===== config.mk =====
export PLATFORM = sky130hd
export DESIGN_NAME = clause_dispatch_buffer
export DESIGN_NICKNAME = d
export VERILOG_FILES = /design/src/rtl/clause_dispatch_buffer.sv
export SDC_FILE = /design/constraint.sdc
export NUM_CORES = 2
export LEC_CHECK = 0
export ABC_CLOCK_PERIOD_IN_PS = 10700
export CORE_MARGIN = 2
export CORE_UTILIZATION = 45
export DETAILED_ROUTE_END_ITERATION = 7
export GPL_TIMING_DRIVEN = 0
export MAX_ROUTING_LAYER = met4
export PLACE_DENSITY = 0.64
export SLEW_MARGIN = 20
export SYNTH_ARGS = -nofsm -noshare
export SYNTH_HDL_FRONTEND = slang
export SYNTH_SLANG_ARGS = --single-unit

===== constraint.sdc =====
create_clock -name clk -period 10.7 [get_ports clk]
set_input_delay 2.14 -clock clk [delete_from_list [all_inputs] [get_ports clk]]
set_output_delay 2.14 -clock clk [all_outputs]
set_load 0.02 [all_outputs]

===== src/rtl/clause_dispatch_buffer.sv =====
// clause_dispatch_buffer: distributes the serial clause-node stream into per-engine show-ahead FIFOs
// and latches per-engine dummy pointers, with sequential or round-robin engine selection.
module clause_dispatch_buffer #(
  parameter int NUM_ENG = 4,
  parameter int NODE_W  = 64,
  parameter int PTR_W   = 16,
  parameter int DEPTH   = 8,
  parameter int MODE_RR = 0,
  localparam int EW = (NUM_ENG > 1) ? $clog2(NUM_ENG) : 1
) (
  input  logic                       clk,
  input  logic                       rst_n,
  input  logic                       restart,
  input  logic [NODE_W-1:0]          node_in,
  input  logic                       node_in_valid,
  output logic                       node_in_ready,
  input  logic [PTR_W-1:0]           ptr_in,
  input  logic                       ptr_in_valid,
  input  logic                       change_eng,
  output logic [NUM_ENG*NODE_W-1:0]  node_out,
  output logic [NUM_ENG-1:0]         node_out_valid,
  input  logic [NUM_ENG-1:0]         node_out_ready,
  output logic [NUM_ENG*PTR_W-1:0]   ptr_out,
  output logic [NUM_ENG-1:0]         ptr_valid_out,
  output logic [EW-1:0]              cur_eng,
  output logic                       load_done,
  output logic                       overflow_err
);
  localparam int AW = $clog2(DEPTH);
  localparam int CW = $clog2(DEPTH + 1);
  typedef enum logic {LOAD, DONE} state_t;
  state_t state;
  logic [EW-1:0] tgt, nxt;
  logic [NUM_ENG-1:0] full;
  logic push, last;
  assign node_in_ready = (state == LOAD) & ~full[tgt];
  assign push = node_in_valid & node_in_ready & ~restart;
  assign last = tgt == EW'(NUM_ENG - 1);
  assign nxt = last ? '0 : tgt + 1'b1;
  assign cur_eng = tgt;
  always_ff @(posedge clk or negedge rst_n) begin
    if (!rst_n) begin
      state <= LOAD;
      tgt <= '0;
      load_done <= 1'b0;
      overflow_err <= 1'b0;
    end else if (restart) begin
      state <= LOAD;
      tgt <= '0;
      load_done <= 1'b0;
      overflow_err <= 1'b0;
    end else if (state == LOAD) begin
      if (MODE_RR != 0) begin
        if (push) tgt <= nxt;
        if (change_eng) begin
          state <= DONE;
          load_done <= 1'b1;
        end
      end else if (change_eng) begin
        if (last) begin
          state <= DONE;
          load_done <= 1'b1;
        end else tgt <= nxt;
      end
    end else if (change_eng) overflow_err <= 1'b1;
  end
  for (genvar i = 0; i < NUM_ENG; i++) begin : g_eng
    logic [NODE_W-1:0] mem [DEPTH];
    logic [AW-1:0] rd, wr;
    logic [CW-1:0] cnt;
    logic [PTR_W-1:0] ptr;
    logic pv, sel, wr_en, rd_en;
    assign sel = tgt == EW'(i);
    assign wr_en = push & sel;
    assign rd_en = node_out_valid[i] & node_out_ready[i];
    assign full[i] = cnt == CW'(DEPTH);
    assign node_out_valid[i] = cnt != '0;
    assign node_out[i*NODE_W +: NODE_W] = mem[rd];
    assign ptr_out[i*PTR_W +: PTR_W] = ptr;
    assign ptr_valid_out[i] = pv;
    // storage carries no reset: contents are ignored while the count is zero
    always_ff @(posedge clk) if (wr_en) mem[wr] <= node_in;
    always_ff @(posedge clk or negedge rst_n) begin
      if (!rst_n) begin
        rd <= '0;
        wr <= '0;
        cnt <= '0;
        ptr <= '0;
        pv <= 1'b0;
      end else if (restart) begin
        rd <= '0;
        wr <= '0;
        cnt <= '0;
        ptr <= '0;
        pv <= 1'b0;
      end else begin
        if (wr_en) wr <= wr + 1'b1;
        if (rd_en) rd <= rd + 1'b1;
        cnt <= cnt + CW'(wr_en) - CW'(rd_en);
        if (ptr_in_valid & sel) begin
          ptr <= ptr_in;
          pv <= 1'b1;
        end
      end
    end
  end
endmodule


# Word level (Yosys, flattened, before mapping)
# Memory sizes are Yosys's and may differ from the RTL's.
# Cells that the tools add are included.
# Widths: inputs -> output; s select.
# word_totals
output_inout_bits	333
memories	4
mem_bits_rw	2048
ff_bits	113
# op_classes
mux	61
magnitude_cmp	1
addsub	17
eq_ne	9
reduce_logical	23
n_bitwise	18
# mem_list
name	depth	width	read_ports	rd_clocked_by_memory_dff	write_ports	line	text
g_eng[0].mem	8	64	1	0	1	68	logic [NODE_W-1:0] mem [DEPTH];
g_eng[1].mem	8	64	1	0	1	68	
g_eng[2].mem	8	64	1	0	1	68	
g_eng[3].mem	8	64	1	0	1	68	
# op_table
operator	count
$mux 16	8
$mux 3	16
$reduce_bool 2->1	15
$mux 1	28
$add 3x1->3 const B	8
$add 4x1->4	4
$eq 4x4->1 const B	4
$mux 4	4
$reduce_bool 4->1	4
$sub 4x1->4	4
$and 1x1->1	15
$mux 2	4
$reduce_and 3->1	2
$eq 2x2->1 const B	2
$ne 2x2->1 const B	2
$lt 2x3->1 const B	1
$not 1->1	3
$add 2x1->2 const B	1
$bmux 1 s2	1
$eq 2x1->1 const B	1
$logic_not 2->1	1
$reduce_and 2->1	1

# Longest topological paths before layout
# depth
depth_word	11
mapped_depth	12
mapped_depth_nobuf	12

# Least setup slack after synthesis
# OpenSTA, ideal clock, no wires.
# synth_timing
path_type	input to register
from	in node_in_valid
to	mem g_eng[0].mem[5][0] (enable)
n_path_buf	0
arrival_time_ns	9.189
setup_slack_ns	0.844
path_stages	4
path_cell_list	nand2b_1 > nor2_1 > o21ai_2 > nor4b_1
# synth_between
elab_chain_cells	5
# synth_rtl
element	line	text
start: declaration	15	input logic node_in_valid,
$and 1x1->1 (2 in series)	37	assign push = node_in_valid & node_in_ready & ~restart;
$and 1x1->1	74	assign wr_en = push & sel;
$mux 1	82	always_ff @(posedge clk) if (wr_en) mem[wr] <= node_in;
$mux 1 (implied by the code)	82	
end: declaration	68	
# Every way passes these cells.

# Worst setup path after layout
# layout_timing
from	reg g_eng[2].rd[1]
to	out node_out[182]
# layout_between
elab_chain_cells	1
# layout_rtl
element	line	text
start: declaration	69	logic [AW-1:0] rd, wr;
start signal: assignment	98	if (rd_en) rd <= rd + 1'b1;
$mem_v2 8x64	-	
end: declaration	20	output logic [NUM_ENG*NODE_W-1:0] node_out,
# Every way passes these cells.

==> flow_metrics.py <==
metrics = {
    "synthesis": {
        "synthesis.nets": 3711,
        "synth.area.top_cells": "edfxtp_1, mux4_2, mux2_2",
        "synth.most_common_cell": "edfxtp_1",
        "synth_seq_cells": 2161,
        "synth-main-ff-cell": "edfxtp_1",
        "synth_area_um2": 82300,
        "async_reset_ff_frac": 0.0523,
        "synth.avg_cell_area_um2": 23.0,
        "synthCells": 3581,
        "synth_top_area_share": 0.748,
        "ys_warn_count": 0,
        "synth_edf_count": 2048,
        "synth-seq-area-share": 0.782,
        "yosysTopAreaCell": "edfxtp_1",
        "synth.distinct_cells": 44,
        "synthTopCellsByCount": "edfxtp_1, mux4_2, mux2_2, nand2_1, dfrtp_1",
    },
    "detailed_routing": {
        "vias": 39600,
        "ant_nets": 0,
        "drc_errors": 0,
        "drt_first_pass_iters": 5,
        "wl_um": 200000,
        "wl_per_cell_um": 28.3,
        "vias_per_cell": 5.60,
        "drt_iter0_markers": 3697,
    },
    "power": {
        "power_density_nw_per_um2": 223,
        "ir_worst_vdd_v": 0.000167,
        "total_power_uw": 21900,
        "leakagePower_uw": 0.0318,
    },
    "sta": {
        "finalClockSkew_ns": 0.0197,
        "slew_headroom": 0.239,
        "period_needed_ns": 6.26,
        "setup_violations": 0,
        "finalHoldViolCount": 0,
        "rsz0062_at_grt": "false",
        "tightest_slew_ns": 1.14,
        "fin_setup_tns_ns": 0,
        "whs_ns": 0.499,
        "slew_viol_final": 0,
        "finalWorstSetupSlack_ns": 4.44,
        "fin_crit_sh": 0.585,
        "fmax_mhz": 160,
    },
    "worst_setup_path": {
        "critPathSlowestCell": "clkbuf_1",
        "crit_path_start_kind": "flip-flop",
        "worst_path_largest_cell_delay_ns": 0.83,
        "worstPathArrival_ns": 4.12,
        "cp-end-kind": "output pin",
        "crit_path_cell_trace": "clkbuf_1, clkbuf_1, mux4_2, mux2_2, clkdlybuf4s50_1",
        "worst-setup-path-type": "flip-flop to output pin",
        "crit_path_max_fanout": 10,
        "worst-r2r-cell-count": 14,
        "crit_top_cell": "clkbuf_1",
        "cp_data_required_time_ns": 8.56,
    },
    "die": {
        "start_util": 0.454,
        "pin_count": 423,
        "dieHeight_um": 432,
        "core_area_um2": 181000,
        "std_cell_rows": 156,
        "chipWidth_um": 432,
        "fp.dieArea_um2": 186000,
    },
    "finish": {
        "nets": 4639,
        "synthToLayoutAreaGrowth_pct": 19.8,
        "fillCellCount": 13800,
        "drive_gt1_frac": 0.327,
    },
    "clocking": {
        "clockBufferDepth": 3,
        "postCtsHoldBufs": 0,
        "clock_sink_count": 2161,
        "path_clk_slew_ns": 0.06,
        "cts_inserted_buffers": 214,
        "cts.htree.levels": 4,
        "cts-resized-gates": 0,
        "cts_tree": "yes",
        "clk_latency_ns": 0.86,
        "post_cts_buffers": 0,
        "root_buffer": "clkbuf_16",
    },
    "run_status": {
        "status": "finished, final reports clean",
    },
    "min_path": {
        "hp-class": "flip-flop to flip-flop",
        "hold_depth": 2,
    },
    "global_routing": {
        "grt_max_degree": 60,
        "antenna_found_initial": 10,
        "grt_pass1_wl_um": 286000,
        "grt.overflow.total": 0,
        "grtUsageTotal": 0.221,
        "first_global_vias": 40600,
    },
    "placement": {
        "place.gp.congestion": 0.810,
        "hpwl_um": 134000,
        "port_buffers": 422,
        "place_ws_ns": 4.24,
    },
    "job": {
        "drv_cap": 0,
    },
}
==> metal layers <==
metal	vias up	wire length, um	GRT usage	part of all wire
met4	0	6320	0.0725	0.032
met5	-	0	-	0
li1	16800	-	-	-
met2	1363	99800	0.354	0.50
met1	21200	81800	0.289	0.41
met3	276	12400	0.0383	0.062
==> path summary, 6_finish.rpt <==
path / endpoint / from / slack, ns
max in group asynchronous: g_eng[3].rd[0] / rst_n / 8.72
min in group asynchronous: g_eng[1].ptr[10] / rst_n / 1.27
min: g_eng[3].pv / g_eng[3].pv / 0.50
max reg2reg: g_eng[3].mem[1][30] / cur_eng[0] / 5.85
min reg2reg: g_eng[3].pv / g_eng[3].pv / 0.50
max: node_out[182] / g_eng[2].rd[1] / 4.44
==> flip-flops by register name, summed over array words and instances, names as in the netlist <==
signal / count
g_eng.ptr: 64
g_eng.pv: 4
load_done: 1
g_eng.wr: 12
g_eng.cnt: 16
state: 1
g_eng.mem: 2048
cur_eng: 2
g_eng.rd: 12
overflow_err: 1
==> cell families after synthesis <==
family                   after synthesis  synth area share
AO/OA/AOI/OAI                         98           0.00677
XOR/XNOR                              17           0.00181
adder cells (fa/ha/maj)               40           0.00645
buffers and inverters                209            0.0107
flip-flops                          2161             0.782
multiplexers                         778             0.177
AND/OR/NAND/NOR                      278            0.0158
==> cell type report <==
cell class,instances,area [um^2],share of cell area
flip-flops and latches,2161,64300,0.653
multi-input cells,1211,17200,0.175
repair buffers,712,6140,0.0623
clock buffers,258,5590,0.0568
well taps,2370,2970,0.0301
clock inverters,136,1360,0.0138
plain buffers,177,776,0.00787
inverters,32,120,0.00122
diodes,9,22.5,0.000229
==> through the flow <==
| step | std cells | area, um^2 | utilization |
|---|---|---|---|
| global route | 7062 | 98500 | 0.544 |
| CTS | 7057 | 98800 | 0.545 |
| floorplan | 3581 | 82300 | - |
| detailed placement | 6663 | 91800 | 0.507 |
| finish | 7066 | 98600 | 0.544 |
| global placement | 6373 | 89500 | 0.494 |
==> layout by cell type (no fill, tap or decap), types with 80 or more instances in the layout <==
master,netlist,routed
nand2_1,146,146
a21oi_1,80,80
dfrtp_1,113,113
buf_4,4,129
clkbuf_16,0,217
edfxtp_1,2048,2048
mux4_2,512,512
clkbuf_1,101,129
clkdlybuf4s50_1,0,366
buf_2,51,243
mux2_2,264,264
==> power by group <==
part           switching, uW  internal [uW]
registers               63.3           9370
clock network           3170           4260
logic                   2660           2410
total                   5890          16000
==> critical path: cells and delay by family (launching register included) <==
| family | cells | cell delay (ns) |
|---|---|---|
| buffers and inverters | 3 | 1.95 |
| DFF | 1 | 0.52 |
| muxes | 2 | 0.78 |
No activity file was read; power rests on OpenSTA's default activity.
